$ cat src/rtl/baud_tick_gen_if.sv
// Handshake bundle for the UART baud-rate generator:
// control/divisor inputs plus the registered tick outputs.
interface baud_tick_gen_if #(
  parameter int DIV_W  = 16,
  parameter int FRAC_W = 4
);
  logic              en;
  logic              restart;
  logic              load;
  logic [DIV_W-1:0]  div_int;
  logic [FRAC_W-1:0] div_frac;
  logic              os_tick;
  logic              bit_tick;
  logic              baud;
  logic              pend;

  modport master (
    output en, restart, load, div_int, div_frac,
    input  os_tick, bit_tick, baud, pend
  );

  modport slave (
    input  en, restart, load, div_int, div_frac,
    output os_tick, bit_tick, baud, pend
  );
endinterface

$ cat src/rtl/baud_tick_gen.sv
// Fractional, runtime-programmable baud generator: oversample tick,
// bit tick and legacy low-then-high baud square wave.
module baud_tick_gen #(
  parameter int DIV_W        = 16,
  parameter int FRAC_W       = 4,
  parameter int OVERSAMPLE   = 16,
  parameter int DEF_DIV_INT  = 5,
  parameter int DEF_DIV_FRAC = 8
) (
  input  logic            clk,
  input  logic            rst,
  baud_tick_gen_if.slave  bus
);
  localparam int PC_W = DIV_W + 1;
  localparam int OC_W = $clog2(OVERSAMPLE);
  localparam logic [OC_W-1:0] OC_LAST = OC_W'(OVERSAMPLE - 1);
  localparam logic [OC_W-1:0] OC_HALF = OC_W'(OVERSAMPLE / 2);
  localparam logic [DIV_W-1:0] RST_INT = DIV_W'(DEF_DIV_INT);
  localparam logic [FRAC_W-1:0] RST_FRAC = FRAC_W'(DEF_DIV_FRAC);
  localparam logic [PC_W-1:0] PC_ONE = PC_W'(1);

  logic [PC_W-1:0]   pc_q, pc_d;
  logic [PC_W-1:0]   per_q, per_d;
  logic [FRAC_W-1:0] acc_q, acc_d;
  logic [OC_W-1:0]   oc_q, oc_d;
  logic [DIV_W-1:0]  ai_q, ai_d;
  logic [FRAC_W-1:0] af_q, af_d;
  logic [DIV_W-1:0]  pi_q, pi_d;
  logic [FRAC_W-1:0] pf_q, pf_d;
  logic              pend_q, pend_d;
  logic              os_tick_q, os_tick_d;
  logic              bit_tick_q, bit_tick_d;
  logic              baud_q, baud_d;

  logic [DIV_W-1:0]  new_int;
  logic [FRAC_W:0]   acc_sum;
  logic              os_ev;
  logic              bit_ev;

  always_comb begin
    new_int = (bus.div_int == '0) ? DIV_W'(1) : bus.div_int;
    acc_sum = {1'b0, acc_q} + {1'b0, af_q};
    os_ev   = bus.en && (pc_q == per_q - PC_ONE);
    bit_ev  = os_ev && (oc_q == OC_LAST);

    pc_d       = pc_q;
    per_d      = per_q;
    acc_d      = acc_q;
    oc_d       = oc_q;
    ai_d       = ai_q;
    af_d       = af_q;
    pi_d       = pi_q;
    pf_d       = pf_q;
    pend_d     = pend_q;
    os_tick_d  = 1'b0;
    bit_tick_d = 1'b0;
    baud_d     = baud_q;

    if (bus.restart || (bus.load && !bus.en)) begin
      // Phase realignment: a fresh load wins, else a pending one lands now
      pc_d   = '0;
      oc_d   = '0;
      acc_d  = '0;
      baud_d = 1'b0;
      pend_d = 1'b0;
      if (bus.load) begin
        ai_d  = new_int;
        af_d  = bus.div_frac;
        per_d = {1'b0, new_int};
      end else if (pend_q) begin
        ai_d  = pi_q;
        af_d  = pf_q;
        per_d = {1'b0, pi_q};
      end else begin
        per_d = {1'b0, ai_q};
      end
    end else begin
      if (os_ev) begin
        pc_d       = '0;
        os_tick_d  = 1'b1;
        bit_tick_d = bit_ev;
        oc_d       = bit_ev ? '0 : oc_q + 1'b1;
        baud_d     = (oc_d >= OC_HALF);
        if (bit_ev && pend_q) begin
          ai_d   = pi_q;
          af_d   = pf_q;
          acc_d  = '0;
          per_d  = {1'b0, pi_q};
          pend_d = 1'b0;
        end else begin
          acc_d = acc_sum[FRAC_W-1:0];
          per_d = {1'b0, ai_q} + PC_W'(acc_sum[FRAC_W]);
        end
      end else if (bus.en) begin
        pc_d = pc_q + PC_ONE;
      end
      // Captured after the count so a boundary load re-arms pend
      if (bus.load) begin
        pi_d   = new_int;
        pf_d   = bus.div_frac;
        pend_d = 1'b1;
      end
    end
  end

  always_ff @(posedge clk or posedge rst) begin
    if (rst) begin
      pc_q       <= '0;
      per_q      <= PC_W'(DEF_DIV_INT);
      acc_q      <= '0;
      oc_q       <= '0;
      ai_q       <= RST_INT;
      af_q       <= RST_FRAC;
      pi_q       <= RST_INT;
      pf_q       <= RST_FRAC;
      pend_q     <= 1'b0;
      os_tick_q  <= 1'b0;
      bit_tick_q <= 1'b0;
      baud_q     <= 1'b0;
    end else begin
      pc_q       <= pc_d;
      per_q      <= per_d;
      acc_q      <= acc_d;
      oc_q       <= oc_d;
      ai_q       <= ai_d;
      af_q       <= af_d;
      pi_q       <= pi_d;
      pf_q       <= pf_d;
      pend_q     <= pend_d;
      os_tick_q  <= os_tick_d;
      bit_tick_q <= bit_tick_d;
      baud_q     <= baud_d;
    end
  end

  assign bus.os_tick  = os_tick_q;
  assign bus.bit_tick = bit_tick_q;
  assign bus.baud     = baud_q;
  assign bus.pend     = pend_q;
endmodule

$ cat src/flat_wrapper.sv
// flat-port wrapper written by rule: the top's interface ports become plain ports
module baud_tick_gen_flat 
#(
  parameter int DIV_W        = 16,
  parameter int FRAC_W       = 4,
  parameter int OVERSAMPLE   = 16,
  parameter int DEF_DIV_INT  = 5,
  parameter int DEF_DIV_FRAC = 8
)
  (clk, rst, bus_en, bus_restart, bus_load, bus_div_int, bus_div_frac, bus_os_tick, bus_bit_tick, bus_baud, bus_pend);
  baud_tick_gen_if #(.DIV_W(DIV_W), .FRAC_W(FRAC_W)) bus_i ();
  input  logic clk;
  input  logic rst;
  input wire logic [$bits(bus_i.en)-1:0] bus_en;
  input wire logic [$bits(bus_i.restart)-1:0] bus_restart;
  input wire logic [$bits(bus_i.load)-1:0] bus_load;
  input wire logic [$bits(bus_i.div_int)-1:0] bus_div_int;
  input wire logic [$bits(bus_i.div_frac)-1:0] bus_div_frac;
  output wire logic [$bits(bus_i.os_tick)-1:0] bus_os_tick;
  output wire logic [$bits(bus_i.bit_tick)-1:0] bus_bit_tick;
  output wire logic [$bits(bus_i.baud)-1:0] bus_baud;
  output wire logic [$bits(bus_i.pend)-1:0] bus_pend;
  assign bus_i.en = bus_en;
  assign bus_i.restart = bus_restart;
  assign bus_i.load = bus_load;
  assign bus_i.div_int = bus_div_int;
  assign bus_i.div_frac = bus_div_frac;
  assign bus_os_tick = bus_i.os_tick;
  assign bus_bit_tick = bus_i.bit_tick;
  assign bus_baud = bus_i.baud;
  assign bus_pend = bus_i.pend;
  baud_tick_gen #(.DIV_W(DIV_W), .FRAC_W(FRAC_W), .OVERSAMPLE(OVERSAMPLE), .DEF_DIV_INT(DEF_DIV_INT), .DEF_DIV_FRAC(DEF_DIV_FRAC)) u_core (.clk(clk), .rst(rst), .bus(bus_i));
endmodule
$ cat config.mk
export PLATFORM = sky130hd
export DESIGN_NAME = baud_tick_gen_flat
export DESIGN_NICKNAME = d
export VERILOG_FILES = /design/src/rtl/baud_tick_gen_if.sv /design/src/rtl/baud_tick_gen.sv /design/src/flat_wrapper.sv
export SDC_FILE = /design/constraint.sdc
export NUM_CORES = 1
export LEC_CHECK = 0
export CORE_MARGIN = 2
export CORE_UTILIZATION = 30
export CTS_BUF_LIST = sky130_fd_sc_hd__clkbuf_16
export DETAILED_ROUTE_END_ITERATION = 7
export PLACE_DENSITY_LB_ADDON = 0.25
export SYNTH_ARGS = -nofsm -noshare
export SYNTH_HDL_FRONTEND = slang
export SYNTH_SLANG_ARGS = --single-unit
$ cat constraint.sdc
create_clock -name clk -period 5.6 [get_ports clk]
set_clock_uncertainty 0.15 [all_clocks]
set_input_delay 1.12 -clock clk [delete_from_list [all_inputs] [get_ports clk]]
set_output_delay 1.12 -clock clk [all_outputs]
set_load 0.01 [all_outputs]
==> results of run 1 <==
[cell type report]
cell class | count | area share [%]
Multi-Input combinational cell | 534 | 52.6
Sequential cell | 86 | 32.3
Timing Repair Buffer | 40 | 5.53
Tap cell | 265 | 4.95
Clock buffer | 9 | 3.36
Clock inverter | 7 | 0.859
Inverter | 8 | 0.467
[state kept, by name, indices dropped and copies added, names as in the netlist]
name                 cells
u_core.af_q              4
u_core.bus.pend          1
u_core.pf_q              4
u_core.bus.os_tick       1
u_core.per_q            17
u_core.oc_q              4
u_core.pc_q             17
u_core.bus.bit_tick      1
u_core.pi_q             16
u_core.acc_q             4
u_core.bus.baud          1
u_core.ai_q             16
[cells by family after synthesis]
group / count (synthesis)
buffers and inverters: 64
DFF: 86
muxes: 55
adders and majority gates: 10
and+or+nand+nor: 249
xor gates and xnor gates: 51
AOI/OAI and AO/OA: 169
[power by group through the flow]
stage | Combinational (uW) | Clock [uW] | Sequential, uW
floorplan | 379 | 0 | 792
finish | 481 | 599 | 842
global route | 533 | 638 | 856
CTS | 479 | 611 | 838
detailed placement | 476 | 0 | 850
global placement | 461 | 0 | 844
[metal layers]
layer / up-vias / global-route usage (%) / share of wire [%]
li1: 2492 / - / -
met1: 2611 / 23.6 / 46
met2: 192 / 29.3 / 47
met3: 35 / 2.45 / 4.9
met4: 0 / 7.00 / 2.4
met5: - / 0 / 0
[placed cells by master (no fill, tap or decap), drive strengths merged, types with 3 or more instances in the layout]
master,instances
nand4,20
dfrtp,78
nor3,33
a211oi,25
a21o,25
a221o,5
a21oi,56
and2,3
o2111ai,3
clkbuf,9
xnor2,22
buf,12
nand2b,5
xor2,29
or4,3
o211ai,20
ha,9
nor4,12
or3,3
and4,4
dfstp,8
a31oi,7
nand2,55
and3,8
mux2i,36
clkinv,5
nand3,21
nor2,73
o21ai,15
mux2,19
inv,8
clkdlybuf4s50,28
[per-stage QoR]
stage,std cells,worst slack (ps),util [%],power [uW],hold WS [ps]
floorplan,684,2120,-,1170,325
global placement,933,1600,33.1,1310,333
detailed placement,933,1530,33.1,1330,340
CTS,949,1850,34.5,1930,349
global route,949,1640,34.5,2030,388
finish,949,1830,34.5,1920,347
[worst max-delay path by stage]
stage,end,from,depth (start not counted)
4_1_cts,u_core.pc_q[6],u_core.per_q[3],7
2_1_floorplan,u_core.acc_q[0],rst,1
3_5_place_dp,u_core.ai_q[9],bus_load,9
6_report,u_core.ai_q[9],bus_load,9
3_3_place_gp,u_core.pc_q[16],bus_en,7
5_1_grt,u_core.pc_q[13],u_core.per_q[3],7
[worst min-delay path: stages, from the launching register on]
cell	delay (ps)
sky130_fd_sc_hd__dfstp_2	380
sky130_fd_sc_hd__nand2_1	40
sky130_fd_sc_hd__o21ai_0	70
==> summary.txt, run 1 <==
STA
  – Final worst path period share: 67.3%
  – Unrepaired setup endpoints after global routing: false
  – Maximum operating frequency: 0.265 GHz
  – Final setup violation count: 0
  – Final hold violation count: 0
  – Least-Margin Pin Slew: 1010 ps
  – Final total negative setup slack: 0 ps
  – Worst slew margin: 32.7%
  – Number of pins exceeding their max-slew limit in the final report: 0
  – Minimum clock period after layout: 3770 ps

Clock tree
  – Clock root buffer master: sky130_fd_sc_hd__clkbuf_16
  – Clk_lat worst skew: 350 ps
  – Clock slew at the register clock pins of the worst setup and hold paths: 60 ps
  – PostCTS Resize Cnt: 0
  – Number of clock buffers inserted by TritonCTS: 9
  – CTS HTree Levels: 3
  – Postcts setup bufs: 0
  – TritonCTS clock tree: yes
  – Clock Tree Buf Depth: 2
  – Hold-fix buffers at CTS: 0
  – TritonCTS sink count: 86

Place
  – Dpl hpwl: 11,800 um
  – Area of placed instances: 6420 sq um
  – Number of I/O port buffers: 28
  – Final weighted congestion in routability-driven placement: 0.854

Synth
  – Count of cell types in the netlist: 57
  – Synthesized area per cell: 8.66 sq um
  – Share of synthesized area spent on multiplexers: 9.69%
  – Count of flip-flops with a built-in enable after synthesis: 0
  – Mapped cell area: 5930 sq um
  – Compound-gate portion of the synthesized area: 18.9%
  – Top-count cell post-synth: sky130_fd_sc_hd__dfrtp_1
  – Top_reg_cell synth: sky130_fd_sc_hd__dfrtp_1
  – Cell type with the highest aggregate area in the netlist: sky130_fd_sc_hd__dfrtp_1
  – Count of warnings emitted by yosys: 0
  – Top post-synthesis cells by area: sky130_fd_sc_hd__dfrtp_1, sky130_fd_sc_hd__mux2i_1, sky130_fd_sc_hd__a21oi_1, sky130_fd_sc_hd__nor2_1, sky130_fd_sc_hd__xor2_1
  – Main combinational cell family by area after synthesis: simple AND/OR/NAND/NOR gates
  – Top cell types by occurrence after synthesis: sky130_fd_sc_hd__dfrtp_1, sky130_fd_sc_hd__nor2_1, sky130_fd_sc_hd__a21oi_1
  – Post-Synth Simple-Gate Area: 20.7%
  – Post-synthesis share of cell area spent on full adders, half adders and majority gates: 2.24%
  – Sequential share of the synthesized area: 36.5%
  – Share of synthesized flip-flops with an asynchronous set or reset: 100%
  – Syn Inst Count: 684
  – Post-synthesis sequential element count: 86
  – Area share of the leading cell type in the synthesized netlist: 32.9%
  – Syn Nets: 719
  – Area share of xor/xnor cells in the synthesized design: 7.54%

Critical path
  – Worst setup EP type: flip-flop
  – Worst R2R Path Depth: 7
  – Worst path slowest cell: sky130_fd_sc_hd__nand2b_1
  – Worst-path cell chain: clkdlybuf4s50_1, buf_4, a21o_1, nand2_1, buf_4, nand2b_1, a21oi_1, a21o_1, a211oi_1
  – Required time reported for the critical path endpoint: 5700 ps
  – Launching point of the worst reg2reg path: u_core.per_q[3]
  – Top cell family by delay on the critical path: buffers and inverters
  – Slowest Stage Delay on Critical Path: 750 ps
  – RR Endpoint: u_core.pc_q[15]
  – Buffers plus inverters on the worst setup path: 3
  – Data arrival time at the worst-slack endpoint: 3870 ps
  – Critical Path Start Type: input port
  – Reg2reg setup slack: 1860 ps
  – Critical path start-end classification: in -> reg
  – Critical path fanouts, max: 31

Floorplan
  – Initial core utilization: 30.5%
  – Y dimension of the die: 145 um
  – Width of the die: 145 um
  – DIE AREA: 20,900 sq um
  – Core region area: 19,400 sq um
  – Rows: 51
  – Count of pins on the block boundary: 29

Drt
  – DR WL/cell: 18.6 um
  – Detail Route Antenna Nets: 0
  – Vias: 5,330
  – Number of design rule violations left after detail routing: 0
  – Via-per-instance ratio: 5.62
  – Violation count after the first detailed-route iteration: 512
  – Count of TritonRoute iterations in the first routing pass: 5
  – Drt total wl: 17,600 um

Layout
  – Multi-input logic area: 3520 sq um
  – Nets: 714
  – Layout cells sized above 1: 8.92%
  – Number of filler cells placed in the layout: 1,999
  – Finished Cell Area: 6700 sq um
  – Synth-to-Final Area Change: 13.1%
  – Register cell area after layout: 2160 sq um
  – Ant. Diodes: 0

Global route
  – Number of antenna violations at the first check in global routing: 0
  – Total GRT Usage: 17.8%
  – Overall overflow remaining after global route: 0
  – Largest net degree at the start of global routing: 48
  – Vias in the first global route: 5,343
  – Wire length of the first global-routing pass: 28,800 um

Pwr
  – Fraction of power spent switching nets: 34.3%
  – IR drop worst, VDD: 0.158 mV
  – Switching power summed over all nets: 658 uW
  – Power Density: 287 nW/um^2
  – Flop pwr share: 43.8%
  – Leakage component of the power: 0.00268 uW
  – Gate power share: 25.0%
  – Part of the total power dissipated in the clock network: 31.2%
  – Internal power of the cells: 1260 uW

Worst hold path
  – Min-Delay Endpoint: u_core.pi_q[0]
  – Worst Hold Depth: 2
  – Min-Delay Startpoint: u_core.pi_q[0]
  – Type of the tightest min-delay check: reg -> reg

Job
  – Max-cap violation count: 0

Outcome
  – Outcome: completed
No activity file was read; power rests on OpenSTA's default activity.
==> inputs of run 2 (changes only) <==
clock period = 3.8 ns   (was 5.6 ns; I/O delays follow)
==> summary.txt, run 2 (synthesis gave the netlist of run 1 again) <==
Layout
  – Most frequent standard cell in the layout excluding fill and tap cells: sky130_fd_sc_hd__dfrtp_1
  – Cell Count, Final, Fillers Out: 960
  – Layout cells sized above 1: 10.6%
  – Nets: 725
  – Most frequent cells in the layout: sky130_fd_sc_hd__dfrtp_1, sky130_fd_sc_hd__nor2_1, sky130_fd_sc_hd__nand2_1
  – Ant. Diodes: 0
  – Synth-to-Final Area Change: 15.0%
  – Largest registers in the final layout: u_core.pc_q (17), u_core.per_q (17)

Floorplan
  – Y dimension of the die: 145 um
  – Initial core utilization: 30.5%
  – DIE AREA: 20,900 sq um
  – Count of pins on the block boundary: 29
  – Core region area: 19,400 sq um
  – Width of the die: 145 um
  – Rows: 51

Clock tree
  – Postcts setup bufs: 0
  – TritonCTS sink count: 86
  – Clock slew at the register clock pins of the worst setup and hold paths: 70 ps
  – Clk_lat worst skew: 350 ps
  – PostCTS Resize Cnt: 0
  – Hold-fix buffers at CTS: 0
  – TritonCTS clock tree: yes
  – Clock Tree Buf Depth: 2
  – CTS HTree Levels: 3
  – Number of clock buffers inserted by TritonCTS: 9
  – Clock root buffer master: sky130_fd_sc_hd__clkbuf_16

STA
  – Worst slack on hold paths: 363 ps
  – Minimum clock period after layout: 3460 ps
  – Unrepaired setup endpoints after global routing: false
  – Final hold violation count: 0
  – Final setup violation count: 0
  – Number of pins exceeding their max-slew limit in the final report: 0
  – Final worst path period share: 91.0%
  – Maximum operating frequency: 0.289 GHz
  – Least-Margin Pin Slew: 870 ps
  – Worst slew margin: 41.8%
  – Final total negative setup slack: 0 ps

Pwr
  – Fraction of power spent switching nets: 34.3%
  – Flop pwr share: 43.4%
  – Leakage component of the power: 0.00273 uW
  – Power Density: 420 nW/um^2
  – Internal power of the cells: 1880 uW
  – Part of the total power dissipated in the clock network: 31.5%
  – IR drop worst, VDD: 0.235 mV
  – Gate power share: 25.1%
  – Switching power summed over all nets: 983 uW

Global route
  – Vias in the first global route: 5,308
  – Wire length of the first global-routing pass: 29,400 um
  – Largest net degree at the start of global routing: 48
  – Number of antenna violations at the first check in global routing: 0
  – Total GRT Usage: 18.0%
  – Overall overflow remaining after global route: 0

Drt
  – Detail Route Antenna Nets: 0
  – DR WL/cell: 18.4 um
  – Violation count after the first detailed-route iteration: 336
  – Via-per-instance ratio: 5.48
  – Number of design rule violations left after detail routing: 0
  – Count of TritonRoute iterations in the first routing pass: 5
  – Drt total wl: 17,700 um
  – Vias: 5,264

Critical path
  – Worst path slowest cell: sky130_fd_sc_hd__or4b_4
  – Worst setup EP type: flip-flop
  – Slowest Stage Delay on Critical Path: 740 ps
  – Data arrival time at the worst-slack endpoint: 3590 ps
  – Critical path start-end classification: reg -> reg
  – Critical Path Start Type: flip-flop
  – Worst-path cell chain: inv_1, ha_1, nor4b_1, nand4_1, xnor2_1, o211ai_1, or4b_4, buf_4, nor4_1, a311o_1
  – Required time reported for the critical path endpoint: 3930 ps
  – Critical path fanouts, max: 28

Outcome
  – Outcome: completed

Worst hold path
  – Type of the tightest min-delay check: reg -> reg

Place
  – Final weighted congestion in routability-driven placement: 0.857
  – Dpl hpwl: 12,000 um
  – Post-Place Cells: 944
  – Number of I/O port buffers: 28

Job
  – Max-cap violation count: 0
==> run 2: layout make-up <==
class | count | area (sq um)
clock inverter | 7 | 65.1
tap | 265 | 332
fill | 2018 | 12600
sequential | 86 | 2160
clock buffer | 9 | 225
timing repair buffer | 51 | 478
multi-input combinational | 534 | 3520
inverter | 8 | 31.3
==> run 2: critical path: cells and delay by family (launching register included) <==
kind                       cells  cell delay (ps)
AOI/OAI and AO/OA              2              340
adders and majority gates      1              330
xor gates and xnor gates       1              250
and+or+nand+nor                4             1460
buffers and inverters          2              390
DFF                            1              470
==> run 2: per-stage QoR <==
step | total power [uW] | area (sq um) | utilization [%] | setup slack, ps
2_1_floorplan | 1720 | 5930 | - | 681
3_3_place_gp | 1950 | 6530 | 33.6 | 350
3_5_place_dp | 1980 | 6530 | 33.6 | 316
4_1_cts | 2880 | 6820 | 35.1 | 343
5_1_grt | 3030 | 6820 | 35.1 | 109
6_report | 2860 | 6820 | 35.1 | 343
==> run 2: routing by layer <==
layer,vias to the layer above,routed length [um],part of all wire (%),global-route usage [%]
li1,2501,-,-,-
met1,2582,8260,47,24.6
met2,151,8120,46,28.9
met3,30,835,4.7,2.25
met4,0,448,2.5,7.36
met5,-,0,0,0
==> run 2: worst paths after layout <==
| kind | to | cells after the start | start | slack (ps) |
|---|---|---|---|---|
| worst max-delay path | u_core.per_q[1] | 10 | u_core.per_q[1] | 340 |
| worst min-delay path | u_core.pf_q[1] | 1 | u_core.pf_q[1] | 360 |
| worst max register to register | u_core.per_q[1] | 10 | u_core.per_q[1] | 340 |
| worst min register to register | u_core.pf_q[1] | 1 | u_core.pf_q[1] | 360 |
| max in group asynchronous | u_core.acc_q[1] | 3 | rst | 1970 |
| min in group asynchronous | u_core.pc_q[2] | 2 | rst | 730 |
==> run 2: power by group through the flow <==
stage	registers (uW)	clock network [uW]	logic, uW
3_3_place_gp	1250	0	698
4_1_cts	1240	923	723
2_1_floorplan	1170	0	558
6_report	1240	901	719
3_5_place_dp	1260	0	719
5_1_grt	1260	966	800
==> inputs of run 3 (changes only) <==
SLEW_MARGIN = 20   (was unset)
==> results of run 3 <==
The final DEF is identical to that of run 2; final timing and power are the same.
